$ cat src/rtl/musa_pkg.sv
// Branch-class encodings shared between the microprogrammed control unit and the PC stage.
package musa_pkg;

    localparam logic [2:0] BR_SEQ  = 3'b000;
    localparam logic [2:0] BR_JR   = 3'b001;
    localparam logic [2:0] BR_CALL = 3'b010;
    localparam logic [2:0] BR_HALT = 3'b011;
    localparam logic [2:0] BR_JPC  = 3'b100;

    typedef enum logic [2:0] {
        PC_HOLD,
        PC_SEQ,
        PC_JUMP,
        PC_REG,
        PC_REL,
        PC_RET
    } pc_src_e;

endpackage

$ cat src/rtl/ret_stack.sv
// LIFO return-address stack with a combinational top-of-stack read.
// Pushes while full and pops while empty are refused; the refusal is flagged by a one-cycle err pulse.
module ret_stack #(
    parameter int PC_W        = 16,
    parameter int STACK_DEPTH = 8
) (
    input  logic                           clk,
    input  logic                           rst,
    input  logic                           push,
    input  logic                           pop,
    input  logic [PC_W-1:0]                wdata,
    output logic [PC_W-1:0]                top,
    output logic [$clog2(STACK_DEPTH):0]   depth,
    output logic                           full,
    output logic                           empty,
    output logic                           err
);

    localparam int AW = $clog2(STACK_DEPTH);
    localparam int DW = AW + 1;

    logic [PC_W-1:0] mem [STACK_DEPTH];

    assign full  = (depth == DW'(STACK_DEPTH));
    assign empty = (depth == '0);
    // When empty this index wraps to the last slot; callers never consume top in that case.
    assign top   = mem[AW'(depth - DW'(1))];

    always_ff @(posedge clk) begin
        if (push && !full) begin
            mem[AW'(depth)] <= wdata;
        end
    end

    always_ff @(posedge clk) begin
        if (rst) begin
            depth <= '0;
            err   <= 1'b0;
        end else begin
            err <= (push && full) || (pop && empty);
            if (push && !full) begin
                depth <= depth + DW'(1);
            end else if (pop && !empty) begin
                depth <= depth - DW'(1);
            end
        end
    end

endmodule

$ cat src/rtl/pc_sequencer.sv
// Program counter and next-address selection for the microprogrammed core.
// Resolves sequential, jr, jpc, call, ret, brfl and halt commits on write_pc edges.
module pc_sequencer
    import musa_pkg::*;
#(
    parameter int              PC_W        = 16,
    parameter int              STACK_DEPTH = 8,
    parameter logic [PC_W-1:0] RESET_PC    = '0
) (
    input  logic                          clk,
    input  logic                          rst,
    input  logic                          write_pc,
    input  logic [2:0]                    branch,
    input  logic                          push,
    input  logic                          pop,
    input  logic                          add_pc,
    input  logic                          brfl_control,
    input  logic                          flag_match,
    input  logic [PC_W-1:0]               jump_addr,
    input  logic [PC_W-1:0]               reg_target,
    input  logic [PC_W-1:0]               offset,
    output logic [PC_W-1:0]               pc,
    output logic                          halted,
    output logic                          stk_err,
    output logic [$clog2(STACK_DEPTH):0]  stk_depth
);

    logic [PC_W-1:0] pc_inc;
    logic [PC_W-1:0] stk_top;
    logic            stk_full;
    logic            stk_empty;
    logic            stk_refused;
    logic            push_req;
    logic            pop_req;
    logic            halt_set;
    logic            err_set;
    pc_src_e         pc_src;
    logic [PC_W-1:0] pc_next;

    assign pc_inc = pc + PC_W'(1);

    always_comb begin
        pc_src   = PC_HOLD;
        push_req = 1'b0;
        pop_req  = 1'b0;
        halt_set = 1'b0;
        err_set  = 1'b0;
        if (write_pc && !halted) begin
            if (branch == BR_HALT) begin
                halt_set = 1'b1;
            end else if (branch == BR_CALL && push) begin
                push_req = 1'b1;
                if (stk_full) begin
                    err_set  = 1'b1;
                    halt_set = 1'b1;
                end else begin
                    pc_src = PC_JUMP;
                end
            end else if (pop && add_pc) begin
                pop_req = 1'b1;
                if (stk_empty) begin
                    err_set  = 1'b1;
                    halt_set = 1'b1;
                end else begin
                    pc_src = PC_RET;
                end
            end else if (branch == BR_JR) begin
                pc_src = PC_REG;
            end else if (branch == BR_JPC) begin
                pc_src = PC_REL;
            end else if (brfl_control) begin
                pc_src = flag_match ? PC_JUMP : PC_SEQ;
            end else begin
                pc_src = PC_SEQ;
            end
        end
    end

    always_comb begin
        pc_next = pc;
        case (pc_src)
            PC_SEQ:  pc_next = pc_inc;
            PC_JUMP: pc_next = jump_addr;
            PC_REG:  pc_next = reg_target;
            PC_REL:  pc_next = pc_inc + offset;
            PC_RET:  pc_next = stk_top;
            default: pc_next = pc;
        endcase
    end

    always_ff @(posedge clk) begin
        if (rst) begin
            pc      <= RESET_PC;
            halted  <= 1'b0;
            stk_err <= 1'b0;
        end else begin
            pc      <= pc_next;
            halted  <= halted | halt_set;
            // The stack's own refusal pulse lands a cycle later and is redundant with err_set.
            stk_err <= stk_err | err_set | stk_refused;
        end
    end

    ret_stack #(
        .PC_W        (PC_W),
        .STACK_DEPTH (STACK_DEPTH)
    ) u_ret_stack (
        .clk   (clk),
        .rst   (rst),
        .push  (push_req),
        .pop   (pop_req),
        .wdata (pc_inc),
        .top   (stk_top),
        .depth (stk_depth),
        .full  (stk_full),
        .empty (stk_empty),
        .err   (stk_refused)
    );

endmodule

$ cat config.mk
export PLATFORM = sky130hd
export DESIGN_NAME = pc_sequencer
export DESIGN_NICKNAME = d
export VERILOG_FILES = /design/src/rtl/musa_pkg.sv /design/src/rtl/ret_stack.sv /design/src/rtl/pc_sequencer.sv
export SDC_FILE = /design/constraint.sdc
export NUM_CORES = 1
export LEC_CHECK = 0
export ABC_AREA = 1
export CAP_MARGIN = 20
export CORE_ASPECT_RATIO = 1.25
export CORE_MARGIN = 1
export CORE_UTILIZATION = 39
export DETAILED_ROUTE_END_ITERATION = 10
export DONT_BUFFER_PORTS = 1
export PLACE_DENSITY = 0.5
export SYNTH_ARGS = -nofsm -noshare
export SYNTH_HDL_FRONTEND = slang
export SYNTH_HIERARCHICAL = 1
export SYNTH_SLANG_ARGS = --single-unit
$ cat constraint.sdc
create_clock -name clk -period 6.11 [get_ports clk]
set_clock_uncertainty 0.2 [all_clocks]
set_input_delay 0.611 -clock clk [delete_from_list [all_inputs] [get_ports clk]]
set_output_delay 0.611 -clock clk [all_outputs]
set_load 0.01 [all_outputs]
==> results of run 1 <==
-- per-layer routing --
metal,up-vias,global-route usage,part of all wire
met1,2978,0.254,0.41
met5,-,0,0
met2,164,0.397,0.50
li1,3124,-,-
met3,42,0.0469,0.054
met4,0,0.106,0.034
-- layout make-up --
cell class,count,area (sq um)
Clock inverter,15,144
Inverter,95,362
Fill cell,2087,11400
Sequential cell,151,4310
Clock buffer,17,425
Tap cell,270,338
Multi-Input combinational cell,652,3300
Timing Repair Buffer,11,82.6
-- synthesized netlist by cell type (all sizes together) --
cell	instances	area, sq um
o211ai	2	15.0
a22oi	1	7.51
inv	95	362
nand3b	2	15.0
nor3	12	60.1
or2	2	15.0
dfxtp	23	460
and2	1	6.26
a21boi	1	7.51
o31ai	1	7.51
buf	30	208
clkbuf	3	11.3
edfxtp	128	3840
ha	23	288
nand3	51	275
o21a	1	7.51
nand4	12	75.1
nand2	190	778
o21ai	135	676
a211oi	1	7.51
nor2	155	626
a21oi	41	213
xor2	13	121
xnor2	5	43.8
o21bai	2	15.0
fa	1	20.0
-- through the flow --
| step | power (uW) | utilization | instance area, sq um |
|---|---|---|---|
| 2_1_floorplan | 1470 | - | 8160 |
| 3_3_place_gp | 1590 | 0.413 | 8390 |
| 3_5_place_dp | 1590 | 0.413 | 8390 |
| 4_1_cts | 2600 | 0.441 | 8960 |
| 5_1_grt | 2690 | 0.441 | 8960 |
| 6_report | 2580 | 0.441 | 8960 |
-- critical path, cell delays in order, from the launching register on --
cell and delay (ns):
dfxtp_1 0.51, ha_1 0.20, nand2_1 0.05, or2_1 0.28, xor2_1 0.70, ha_1 0.42
nand2_1 0.11, inv_1 0.06, a21oi_1 0.13, nand2_1 0.14, nand2_1 0.13, nand2_1 0.06
nand2_1 0.05, nand3_1 0.06, nand3_1 0.11, nand2_1 0.06, a21oi_1 0.12
-- sequential cells by signal, summed over array words and instances (netlist names) --
register,count
u_ret_stack/mem,128
pc,16
u_ret_stack/depth,4
halted,1
stk_err,1
u_ret_stack/err,1
-- worst max-delay path by stage --
stage,startpoint,endpoint,slack (ns),depth (start not counted)
after floorplan,branch[0],u_ret_stack/mem[0][0]$_DFFE_PP_,2.93,5
after global placement,pc[0]$_SDFFE_PP0P_,pc[8]$_SDFFE_PP0P_,2.63,12
after detailed placement,pc[0]$_SDFFE_PP0P_,pc[8]$_SDFFE_PP0P_,2.60,12
after CTS,pc[0]$_SDFFE_PP0P_,pc[14]$_SDFFE_PP0P_,2.60,14
after global routing,pc[0]$_SDFFE_PP0P_,pc[8]$_SDFFE_PP0P_,2.33,12
final,pc[0]$_SDFFE_PP0P_,pc[11]$_SDFFE_PP0P_,2.63,16
-- power breakdown --
group	switching (uW)	internal, uW
Combinational	273	113
Clock	442	571
Sequential	31.8	1150
-- logic make-up after synthesis --
logic type | share of synthesized area
AOI/OAI and AO/OA | 0.117
xor gates and xnor gates | 0.0202
and+or+nand+nor | 0.227
adders and majority gates | 0.0377
DFF | 0.527
buffers and inverters | 0.0711
==> results.md, run 1 <==
Global routing:
- The wire length of the first global-routing pass is 35.3 mm.
- The total grt overflow is 0.
- The number of global-route vias before repair came to 6089.
- In the global route stage, overall resource usage came out at 0.222.
- Entering global routing, the biggest net connects 75 pins.
- The initial antenna violation count came to 0.

Synthesis:
- The net count of the mapped netlist is 1014.
- The average size of a mapped cell is 8.77 sq um.
- The gate count of the mapped netlist is 931.
- For this run, the register share of the synthesized area comes to 0.527.
- Synthesis inferred 151 register bits.
- The number of distinct library cells after synthesis is 40.
- The count of synthesis-stage warnings from yosys is 6.
- The post-synth design cell area is 8160 sq um.

Power:
- The analysis attributes to cell leakage a power of 0.00363 uW.
- The maximum vdd drop is 0.125 mV.
- The power per unit of standard cell area is 288 nW/um^2.

STA:
- The worst-margin pin slew is 0.923 ns.
- Hold timing on the final database bottoms out at a slack of 0.0533 ns.
- Setup repair after global routing left no endpoint under its margin.
- The final critical-path setup slack is 2.63 ns.
- For this run, the top clock speed supported by timing is 0.287 GHz.
- Of the available clock period, the critical path in the final layout requires 0.570.
- In this run the tightest slew margin relative to its limit is 0.384.
- The number of endpoints failing setup at the final stage is 0.
- The final max-slew violation count came to 0.
- In the final timing run, aggregate negative setup slack is 0 ns.
- The final number of hold-violating endpoints is 0.
- The shortest clock period the worst path allows after layout is 3.48 ns.

Finish:
- The non-filler instance count after layout is 1211.
- The repair_antennas step left the layout with diodes totalling 0.
- The final layout net count is 1011.
- The layout cell share with drive strength beyond 1 is 0.0871.
- Leaving out fill and tap cells, the most frequent cell in the layout is nand2_1.
- From synthesis to final layout, the design area changed by 9.73%.
- The top cell types in the final layout, fill and taps aside, are nand2_1 (176), nor2_1 (149), edfxtp_1 (128).

Die:
- The width of the die is 131 microns.
- The core box area is 20300 sq um.
- The floorplan step set the die height to 164 microns.
- During I/O placement, the number of pins put on the boundary was 81.
- The number of placement rows is 58.
- For this configuration, the core starts out at a cell density of 0.402.
- The die covers 21500 sq um.

Worst setup path:
- The path depth of the worst reg2reg path is 16.
- The worst register-to-register path has a setup slack of 2.63 ns.
- In this run the worst path has a maximum fanout of 10.
- Data arrives at the worst endpoint at 3.63 ns.
- STA classifies the critical path startpoint as a flip-flop.
- The startpoint of the worst register-to-register path is pc[0]$_SDFFE_PP0P_.
- For the worst setup path, the data required time is 6.26 ns.
- STA classifies the critical path endpoint as a flip-flop.
- The critical register-to-register path endpoint is pc[11]$_SDFFE_PP0P_.
- The category of the critical setup timing path is flip-flop to flip-flop.

Place:
- In this run, placement finished with an instance count of 1179.
- The routability congestion estimate from global placement is 0.907.
- In this run the tool buffered the top-level ports with 0 buffer cells.
- The detailed placer's ending HPWL is 15.9 mm.
- At the placement stage, the worst setup path has a slack of 2.60 ns.

Clock network:
- The clock insertion delay at the later pin of the skew report is 0.43 ns.
- Clock-pin slew was measured on the worst setup and hold paths at 0.07 ns.
- The number of H-tree branching levels is 4.
- The clock tree from TritonCTS is yes.
- The clock passes through at most 2 buffers.
- TritonCTS created 17 clock buffers.
- The post-CTS resize count is 0.
- The cell sitting at the root of the clock tree is a clkbuf_16.
- The number of buffers added to fix hold violations after cts is 0.
- Post-CTS timing repair inserted 0 buffers for setup.
- The tree built by TritonCTS fans out to 151 sinks.

Drt:
- The DRC marker count from the first detailed-route iteration is 431.
- The residual antenna-violating net count after detailed routing is 0.
- The count of unresolved DRC violations after routing is 0.
- Dividing the detail-routed wire length by the instance count gives 19.2 microns.
- Dividing the detail-routed via count by the number of cells gives 5.21.
- Summing over every cut layer, the via total after detailed routing is 6308.
- The final layout contains routed wiring with a total length of 23.3 mm.
- The first TritonRoute pass finished after 5 iterations.

Hold path:
- The type of the most critical hold path is input port to flip-flop.
- The worst hold path depth is 1.
- The worst hold path begins at rst.
- The hold path endpoint is stk_err$_SDFF_PP0_.

Run status:
- The flow ran to the end, and the final reports show no timing, DRC or antenna violations.

Job:
- The max-cap check violation count is 0.
No activity file was read; power rests on OpenSTA's default activity.
==> inputs of run 2 (changes only) <==
--- a/config.mk
+++ b/config.mk
@@ -12,7 +12,7 @@
 export CORE_UTILIZATION = 39
 export DETAILED_ROUTE_END_ITERATION = 10
 export DONT_BUFFER_PORTS = 1
-export PLACE_DENSITY = 0.5
+export PLACE_DENSITY = 0.52
 export SYNTH_ARGS = -nofsm -noshare
 export SYNTH_HDL_FRONTEND = slang
 export SYNTH_HIERARCHICAL = 1
==> constraint.sdc (replaced) <==
create_clock -name clk -period 2.9 [get_ports clk]
set_clock_uncertainty 0.2 [all_clocks]
set_input_delay 0.29 -clock clk [delete_from_list [all_inputs] [get_ports clk]]
set_output_delay 0.29 -clock clk [all_outputs]
set_load 0.01 [all_outputs]
==> run 2 against run 1 <==
The run now ends with hold timing left. Via count increased by 8.0%. Largest power group unchanged. Critical path type unchanged. Utilization increased by 7.6 points. Setup slack got worse by 2.5 ns.
==> results.md, run 2 (same netlist as run 1, synthesis figures left out) <==
Die:
- The height of the die is 164 microns (unchanged).
- The number of top-level pins came to 81 (unchanged).
- The die area is 21500 sq um (unchanged).
- The initial cell density of the core was 0.402 (unchanged).
- The number of placement rows came to 58 (unchanged).
- The core box area is 20300 sq um (unchanged).
- The width of the die is 131 microns (unchanged).

Job:
- The max-cap check violation count is 0 (unchanged).

Hold path:
- The worst hold path depth is 1 (unchanged).
- The type of the most critical hold path is input port to flip-flop (unchanged).
- The worst hold path startpoint is rst (unchanged).
- The hold path endpoint is pc[1]$_SDFFE_PP0P_ (was stk_err$_SDFF_PP0_).

Run status:
- The final reports fail on hold timing.
- Status: finished with violations (was finished, final reports clean).

Clock network:
- The clock tree from TritonCTS is yes (unchanged).
- The number of buffers inserted during clock tree synthesis was 17 (unchanged).
- The number of H-tree branching levels is 4 (unchanged).
- The number of buffers on the longest clock path is 2 (unchanged).
- The root buffer selected by CTS is clkbuf_16 (unchanged).
- The clock-pin transition on the worst setup and hold timing paths is 0.07 ns (about the same).
- The clock insertion delay at the later pin of the skew report is 0.42 ns (was 0.43 ns).
- The number of buffers added to fix hold violations after cts was 33 (was 0).
- The CTS sink count is 151 (unchanged).

STA:
- The hold slack is -0.270 ns (was 0.0533 ns).
- The highest achievable clock rate is 0.361 GHz (was 0.287 GHz).
- The final worst-path cycle share is 0.956 (was 0.570).
- The shortest clock period the worst path allows after layout was 2.77 ns (was 3.48 ns).
- Unrepaired setup endpoints after global routing: true (was false).
- The worst-margin pin slew is 0.700 ns (was 0.923 ns).
- The final max-slew violation count is 0 (unchanged).
- The number of endpoints failing setup at the final stage is 0 (unchanged).
- The final number of hold-violating endpoints is 6 (was 0).
- The sum of negative setup slack is 0 ns (unchanged).
- The worst slew margin relative to its limit came to 0.533 (was 0.384).

Finish:
- The most common library cell in the layout ignoring fill and taps is nand2_1 (unchanged).
- The share of the core filled with cells in the final layout is 0.517 (was 0.441).
- The register with the most flip-flops is u_ret_stack/mem (unchanged).
- The post-route cell area is 10500 sq um (was 8960 sq um).
- The layout cell share with drive strength beyond 1 is 0.224 (was 0.0871).
- The final layout net count is 1146 (was 1011).
- Commonest cells after routing, fill and taps aside: nand2_1 (170), nor2_1 (138), edfxtp_1 (128) (was nand2_1 (176), nor2_1 (149), edfxtp_1 (128)).
- Registers with the most flip-flops: u_ret_stack/mem: 128 flops, pc: 16 flops, u_ret_stack/depth: 4 flops (unchanged).
- The flip-flop count of the largest register, all copies and words added is 128 (unchanged).
- The area growth from synthesis to layout is 28.8% (was 9.73%).
- The non-filler instance count after layout is 1347 (was 1211).

Power:
- The maximum vdd drop was 0.334 mV (was 0.125 mV).
- The leakage dissipation is 0.00439 uW (was 0.00363 uW).
- The total power of the final layout was 6020 uW (was 2580 uW).
- The power per unit of standard cell area is 573 nW/um^2 (was 288 nW/um^2).

Drt:
- The DRC marker count from the first detailed-route iteration was 386 (was 431).
- The routed via count came to 6815 (was 6308).
- The count of unresolved DRC violations after routing is 0 (unchanged).
- The final wirelength is 24.0 mm (was 23.3 mm).
- The number of optimization iterations in the first detailed-route pass came to 5 (unchanged).
- The routed length per instance is 17.8 microns (was 19.2 microns).
- The residual antenna-violating net count after detailed routing is 0 (unchanged).
- The detail-routed via count per cell came to 5.06 (was 5.21).

Global routing:
- The busiest metal layer after global routing is met2 (unchanged).
- The initial antenna violation count is 0 (unchanged).
- The largest net degree at the start of global routing is 75 (unchanged).
- The wire length of the first global-routing pass is 36.4 mm (was 35.3 mm).
- The met1 layer usage reported by global route was 0.266 (was 0.254).
- The met3 capacity usage during global routing is 0.0435 (was 0.0469).
- The number of global-route vias before repair is 6685 (was 6089).
- The total grt overflow was 0 (unchanged).
- The aggregate global-route resource usage came to 0.227 (was 0.222).
- The met2 usage in global routing is 0.410 (was 0.397).

Place:
- The number of placed cells counting well taps is 1260 (was 1179).
- The routability congestion estimate from global placement came to 0.924 (was 0.907).
- The number of I/O port buffers is 0 (unchanged).
- The detailed placer's ending HPWL came to 16.5 mm (was 15.9 mm).
- The placed cell area came to 9050 sq um (was 8390 sq um).

Worst setup path:
- The category of the worst setup path launch point is a flip-flop (unchanged).
- The worst endpoint required time is 3.01 ns (was 6.26 ns).
- The category of the critical setup timing path was flip-flop to flip-flop (unchanged).
- The data arrival time of the critical path is 2.88 ns (was 3.63 ns).
- The startpoint of the worst register-to-register path is u_ret_stack/depth[0]$_SDFFE_PP0P_ (was pc[0]$_SDFFE_PP0P_).
- The worst reg-to-reg setup slack came to 0.13 ns (was 2.63 ns).
- The critical register-to-register path endpoint is pc[7]$_SDFFE_PP0P_ (was pc[11]$_SDFFE_PP0P_).
- The sort of element at the end of the critical path was a flip-flop (unchanged).
- The path depth of the worst reg2reg path is 15 (was 16).
- The maximum net fanout on the critical path is 6 (was 10).
run 2: worst max path at each step:
stage	slack (ns)	endpoint	depth (start not counted)	from
5_1_grt	-0.02	pc[8]$_SDFFE_PP0P_	13	pc[0]$_SDFFE_PP0P_
3_3_place_gp	-0.24	pc[5]$_SDFFE_PP0P_	15	pc[0]$_SDFFE_PP0P_
2_1_floorplan	-0.19	u_ret_stack/mem[0][0]$_DFFE_PP_	8	u_ret_stack/depth[0]$_SDFFE_PP0P_
6_report	0.13	pc[7]$_SDFFE_PP0P_	15	u_ret_stack/depth[0]$_SDFFE_PP0P_
3_5_place_dp	-0.25	pc[5]$_SDFFE_PP0P_	15	pc[0]$_SDFFE_PP0P_
4_1_cts	0.004	pc[10]$_SDFFE_PP0P_	21	pc[0]$_SDFFE_PP0P_
run 2: metal layers:
metal | vias to the layer above | routed length, microns
li1 | 3393 | -
met1 | 3221 | 9980
met2 | 156 | 12300
met3 | 45 | 1020
met4 | 0 | 716
met5 | - | 0
run 2: stage by stage:
step                      setup WS, ns  hold slack (ns)
after floorplan                 -0.188            0.159
after global placement          -0.243            0.162
after detailed placement        -0.253            0.165
after CTS                      0.00372           -0.290
after global routing           -0.0204           -0.296
final                            0.129           -0.270
run 2: where the power goes:
| group | switching (uW) | internal [uW] |
|---|---|---|
| clock network | 965 | 1390 |
| logic | 692 | 501 |
| registers | 44.4 | 2430 |
| total | 1700 | 4320 |
run 2: layout make-up:
cell class	count	area, sq um
multi-input combinational	652	3610
clock inverter	15	206
antenna	1	2.50
inverter	95	367
clock buffer	17	425
timing repair buffer	146	1240
sequential	151	4320
tap	270	338
fill	1908	9810
run 2: what timing repair did:
| item | CTS | global route |
|---|---|---|
| gates resized for setup | 13 | 65 |
| setup buffers | 2 | 20 |
| endpoints found under the setup margin | 9 | 12 |
| pin swaps | 2 | 26 |
| hold endpoints to repair | 23 | 6 |
| gates cloned | 0 | 0 |
run 2: critical path: stages (launching register included):
cell and delay [ns]:
dfxtp_2 0.36, inv_2 0.05, ha_4 0.17, nand3_1 0.12, inv_1 0.07, nand3_1 0.10, nand2_2 0.11, nor2_8 0.13
nand2_4 0.10, inv_6 0.10, nand2_2 0.10, nor2_4 0.21, a21oi_1 0.10, dlygate4sd3_1 0.57, o21ai_0 0.09, nor2_1 0.06
==> inputs of run 3 (changes only) <==
--- a/config.mk
+++ b/config.mk
@@ -11,8 +11,8 @@
 export CORE_MARGIN = 1
 export CORE_UTILIZATION = 39
 export DETAILED_ROUTE_END_ITERATION = 10
-export DONT_BUFFER_PORTS = 1
-export PLACE_DENSITY = 0.52
+export GPL_ROUTABILITY_DRIVEN = 1
+export PLACE_DENSITY = 0.57
 export SYNTH_ARGS = -nofsm -noshare
 export SYNTH_HDL_FRONTEND = slang
 export SYNTH_HIERARCHICAL = 1
==> run 3 against run 2 <==
Via count up 0.91%. Largest power group unchanged. Maximum frequency is 1.9% lower. The flow now finishes without violations. Cell count is 1.1% higher. Sequential power hardly changed. Final area is 1.6% higher. Hold slack better by 0.56 ns.
==> results.md, run 3 (same netlist as run 1, synthesis figures left out) <==
Clock network:
- The clock tree from TritonCTS is yes (unchanged).
- The number of H-tree branching levels is 4 (unchanged).
- The clock-pin transition on the worst setup and hold timing paths was 0.06 ns (was 0.07 ns).
- The root buffer selected by CTS is clkbuf_16 (unchanged).
- The clock insertion delay at the later pin of the skew report is 0.42 ns (about the same).
- The number of buffers inserted during clock tree synthesis was 17 (unchanged).
- The CTS sink count is 151 (unchanged).
- The number of buffers on the longest clock path is 2 (unchanged).

Drt:
- The routed via count came to 6877 (was 6815).
- The DRC marker count from the first detailed-route iteration is 460 (was 386).
- The detail-routed via count per cell was 5.05 (was 5.06).
- The routed length per instance came to 17.7 microns (was 17.8 microns).
- The number of optimization iterations in the first detailed-route pass is 6 (was 5).
- The count of unresolved DRC violations after routing is 0 (unchanged).
- The final wirelength is 24.1 mm (was 24.0 mm).
- The residual antenna-violating net count after detailed routing is 0 (unchanged).

Place:
- The routability congestion estimate from global placement came to 0.979 (was 0.924).
- The detailed placer's ending HPWL is 17.1 mm (was 16.5 mm).
- The number of placed cells counting well taps is 1327 (was 1260).
- The number of I/O port buffers is 80 (was 0).

STA:
- The final max-slew violation count is 0 (unchanged).
- The worst slew margin relative to its limit is 0.468 (was 0.533).
- The final worst-path cycle share is 0.974 (was 0.956).
- The highest achievable clock rate was 0.354 GHz (was 0.361 GHz).
- Unrepaired setup endpoints after global routing: true (unchanged).
- The final number of hold-violating endpoints is 0 (was 6).
- The worst-margin pin slew is 0.797 ns (was 0.700 ns).
- The number of endpoints failing setup at the final stage is 0 (unchanged).
- The shortest clock period the worst path allows after layout is 2.82 ns (was 2.77 ns).

Die:
- The initial cell density of the core came to 0.402 (unchanged).
- The core box area is 20300 sq um (unchanged).
- The die area is 21500 sq um (unchanged).
- The height of the die is 164 microns (unchanged).
- The number of top-level pins is 81 (unchanged).
- The number of placement rows was 58 (unchanged).
- The width of the die was 131 microns (unchanged).

Global routing:
- The number of global-route vias before repair is 6539 (was 6685).
- The total grt overflow is 0 (unchanged).
- The largest net degree at the start of global routing is 75 (unchanged).
- The wire length of the first global-routing pass is 36.3 mm (was 36.4 mm).
- The aggregate global-route resource usage is 0.227 (about the same).
- The initial antenna violation count came to 0 (unchanged).

Worst setup path:
- The maximum net fanout on the critical path is 5 (was 6).
- The category of the critical setup timing path is flip-flop to flip-flop (unchanged).
- The data arrival time of the critical path is 2.98 ns (was 2.88 ns).
- The worst endpoint required time came to 3.06 ns (was 3.01 ns).
- The category of the worst setup path launch point was a flip-flop (unchanged).
- The sort of element at the end of the critical path is a flip-flop (unchanged).
- The worst reg-to-reg setup slack came to 0.08 ns (was 0.13 ns).

Finish:
- The most common library cell in the layout ignoring fill and taps is nand2_1 (unchanged).
- The antenna diode instance count is 0 (was 1).
- The layout cell share with drive strength beyond 1 is 0.190 (was 0.224).
- The number of fill cells was 1913 (was 1908).
- The final layout net count is 1162 (was 1146).
- Commonest cells after routing, fill and taps aside: nand2_1 (168), nor2_1 (138), edfxtp_1 (128) (was nand2_1 (170), nor2_1 (138), edfxtp_1 (128)).
- Registers with the most flip-flops: u_ret_stack/mem: 128 flops, pc: 16 flops, u_ret_stack/depth: 4 flops (unchanged).
- The non-filler instance count after layout was 1362 (was 1347).
- The area growth from synthesis to layout came to 30.9% (was 28.8%).
- The flip-flop count of the largest register, all copies and words added was 128 (unchanged).
- The register with the most flip-flops is u_ret_stack/mem (unchanged).
- The share of the core filled with cells in the final layout was 0.526 (was 0.517).

Run status:
- Status: finished, final reports clean (was finished with violations).

Job:
- The max-cap check violation count is 0 (unchanged).

Power:
- The leakage dissipation is 0.00434 uW (was 0.00439 uW).
- The power per unit of standard cell area is 560 nW/um^2 (was 573 nW/um^2).
- The maximum vdd drop was 0.325 mV (was 0.334 mV).

Hold path:
- The type of the most critical hold path is flip-flop to flip-flop (was input port to flip-flop).
==> run 3: cell count changes in the layout (fill, tap and decap cells not counted), sizes merged, moves of 5 or more <==
cell,delta
clkdlybuf4s50,+80
dlygate4sd3,-33
buf,-30
inv,-5
==> run 3: final cells by class <==
type	instances	area, sq um	area share
timing repair buffer	162	1490	0.140
sequential	151	4330	0.405
inverter	95	362	0.0338
clock buffer	19	433	0.0405
clock inverter	13	178	0.0166
multi-input combinational	652	3560	0.333
tap	270	338	0.0316
==> run 3: critical path: stages (launching register included) <==
cell	delay (ns)
dfxtp_4	0.38
ha_1	0.14
nand2_1	0.04
or2_1	0.27
xor2_1	0.18
buf_4	0.17
ha_4	0.29
nand2_1	0.09
inv_1	0.10
nand3_1	0.12
nand2_2	0.13
inv_1	0.06
nor2_2	0.18
nor2_1	0.07
nand3_1	0.08
nand3_1	0.12
a21oi_2	0.13
==> run 3: worst paths after layout <==
path / startpoint / to / depth (start not counted)
setup / recovery: pc[0]$_SDFFE_PP0P_ / pc[15]$_SDFFE_PP0P_ / 16
hold / removal: u_ret_stack/err$_SDFF_PP0_ / stk_err$_SDFF_PP0_ / 2
setup reg to reg: pc[0]$_SDFFE_PP0P_ / pc[15]$_SDFFE_PP0P_ / 16
hold reg to reg: u_ret_stack/err$_SDFF_PP0_ / stk_err$_SDFF_PP0_ / 2
==> run 3: what timing repair did <==
action                     CTS  global route
setup buffers                0             3
hold buffers                 0             0
pin swaps                    0            10
gates resized for setup     11            57
setup endpoints to repair    8             9
==> run 3: metrics by stage <==
step                hold slack (ns)  setup slack, ns  TNS [ns]  total power (uW)  area, sq um
floorplan                     0.159           -0.188    -12.02              3100         8160
global placement              0.272           -0.328    -0.850              3640         9780
detailed placement            0.285           -0.299    -0.838              3630         9780
CTS                           0.293          0.00897         0              5930        10400
global route                  0.329          -0.0367   -0.0997              6200        10700
finish                        0.285           0.0762         0              5980        10700
==> run 3: report_power, final <==
part	internal, uW	total, uW	switching [uW]
sequential	2430	2470	45.7
clock	1440	2300	859
combinational	516	1210	695
==> run 3: per-layer routing <==
layer	global-route usage	share of wire	wire length (microns)	vias to the layer above
met1	0.266	0.41	9820	3202
met4	0.116	0.043	1030	0
met3	0.0296	0.041	989	52
met2	0.407	0.51	12200	216
li1	-	-	-	3407
met5	0	0	0	-
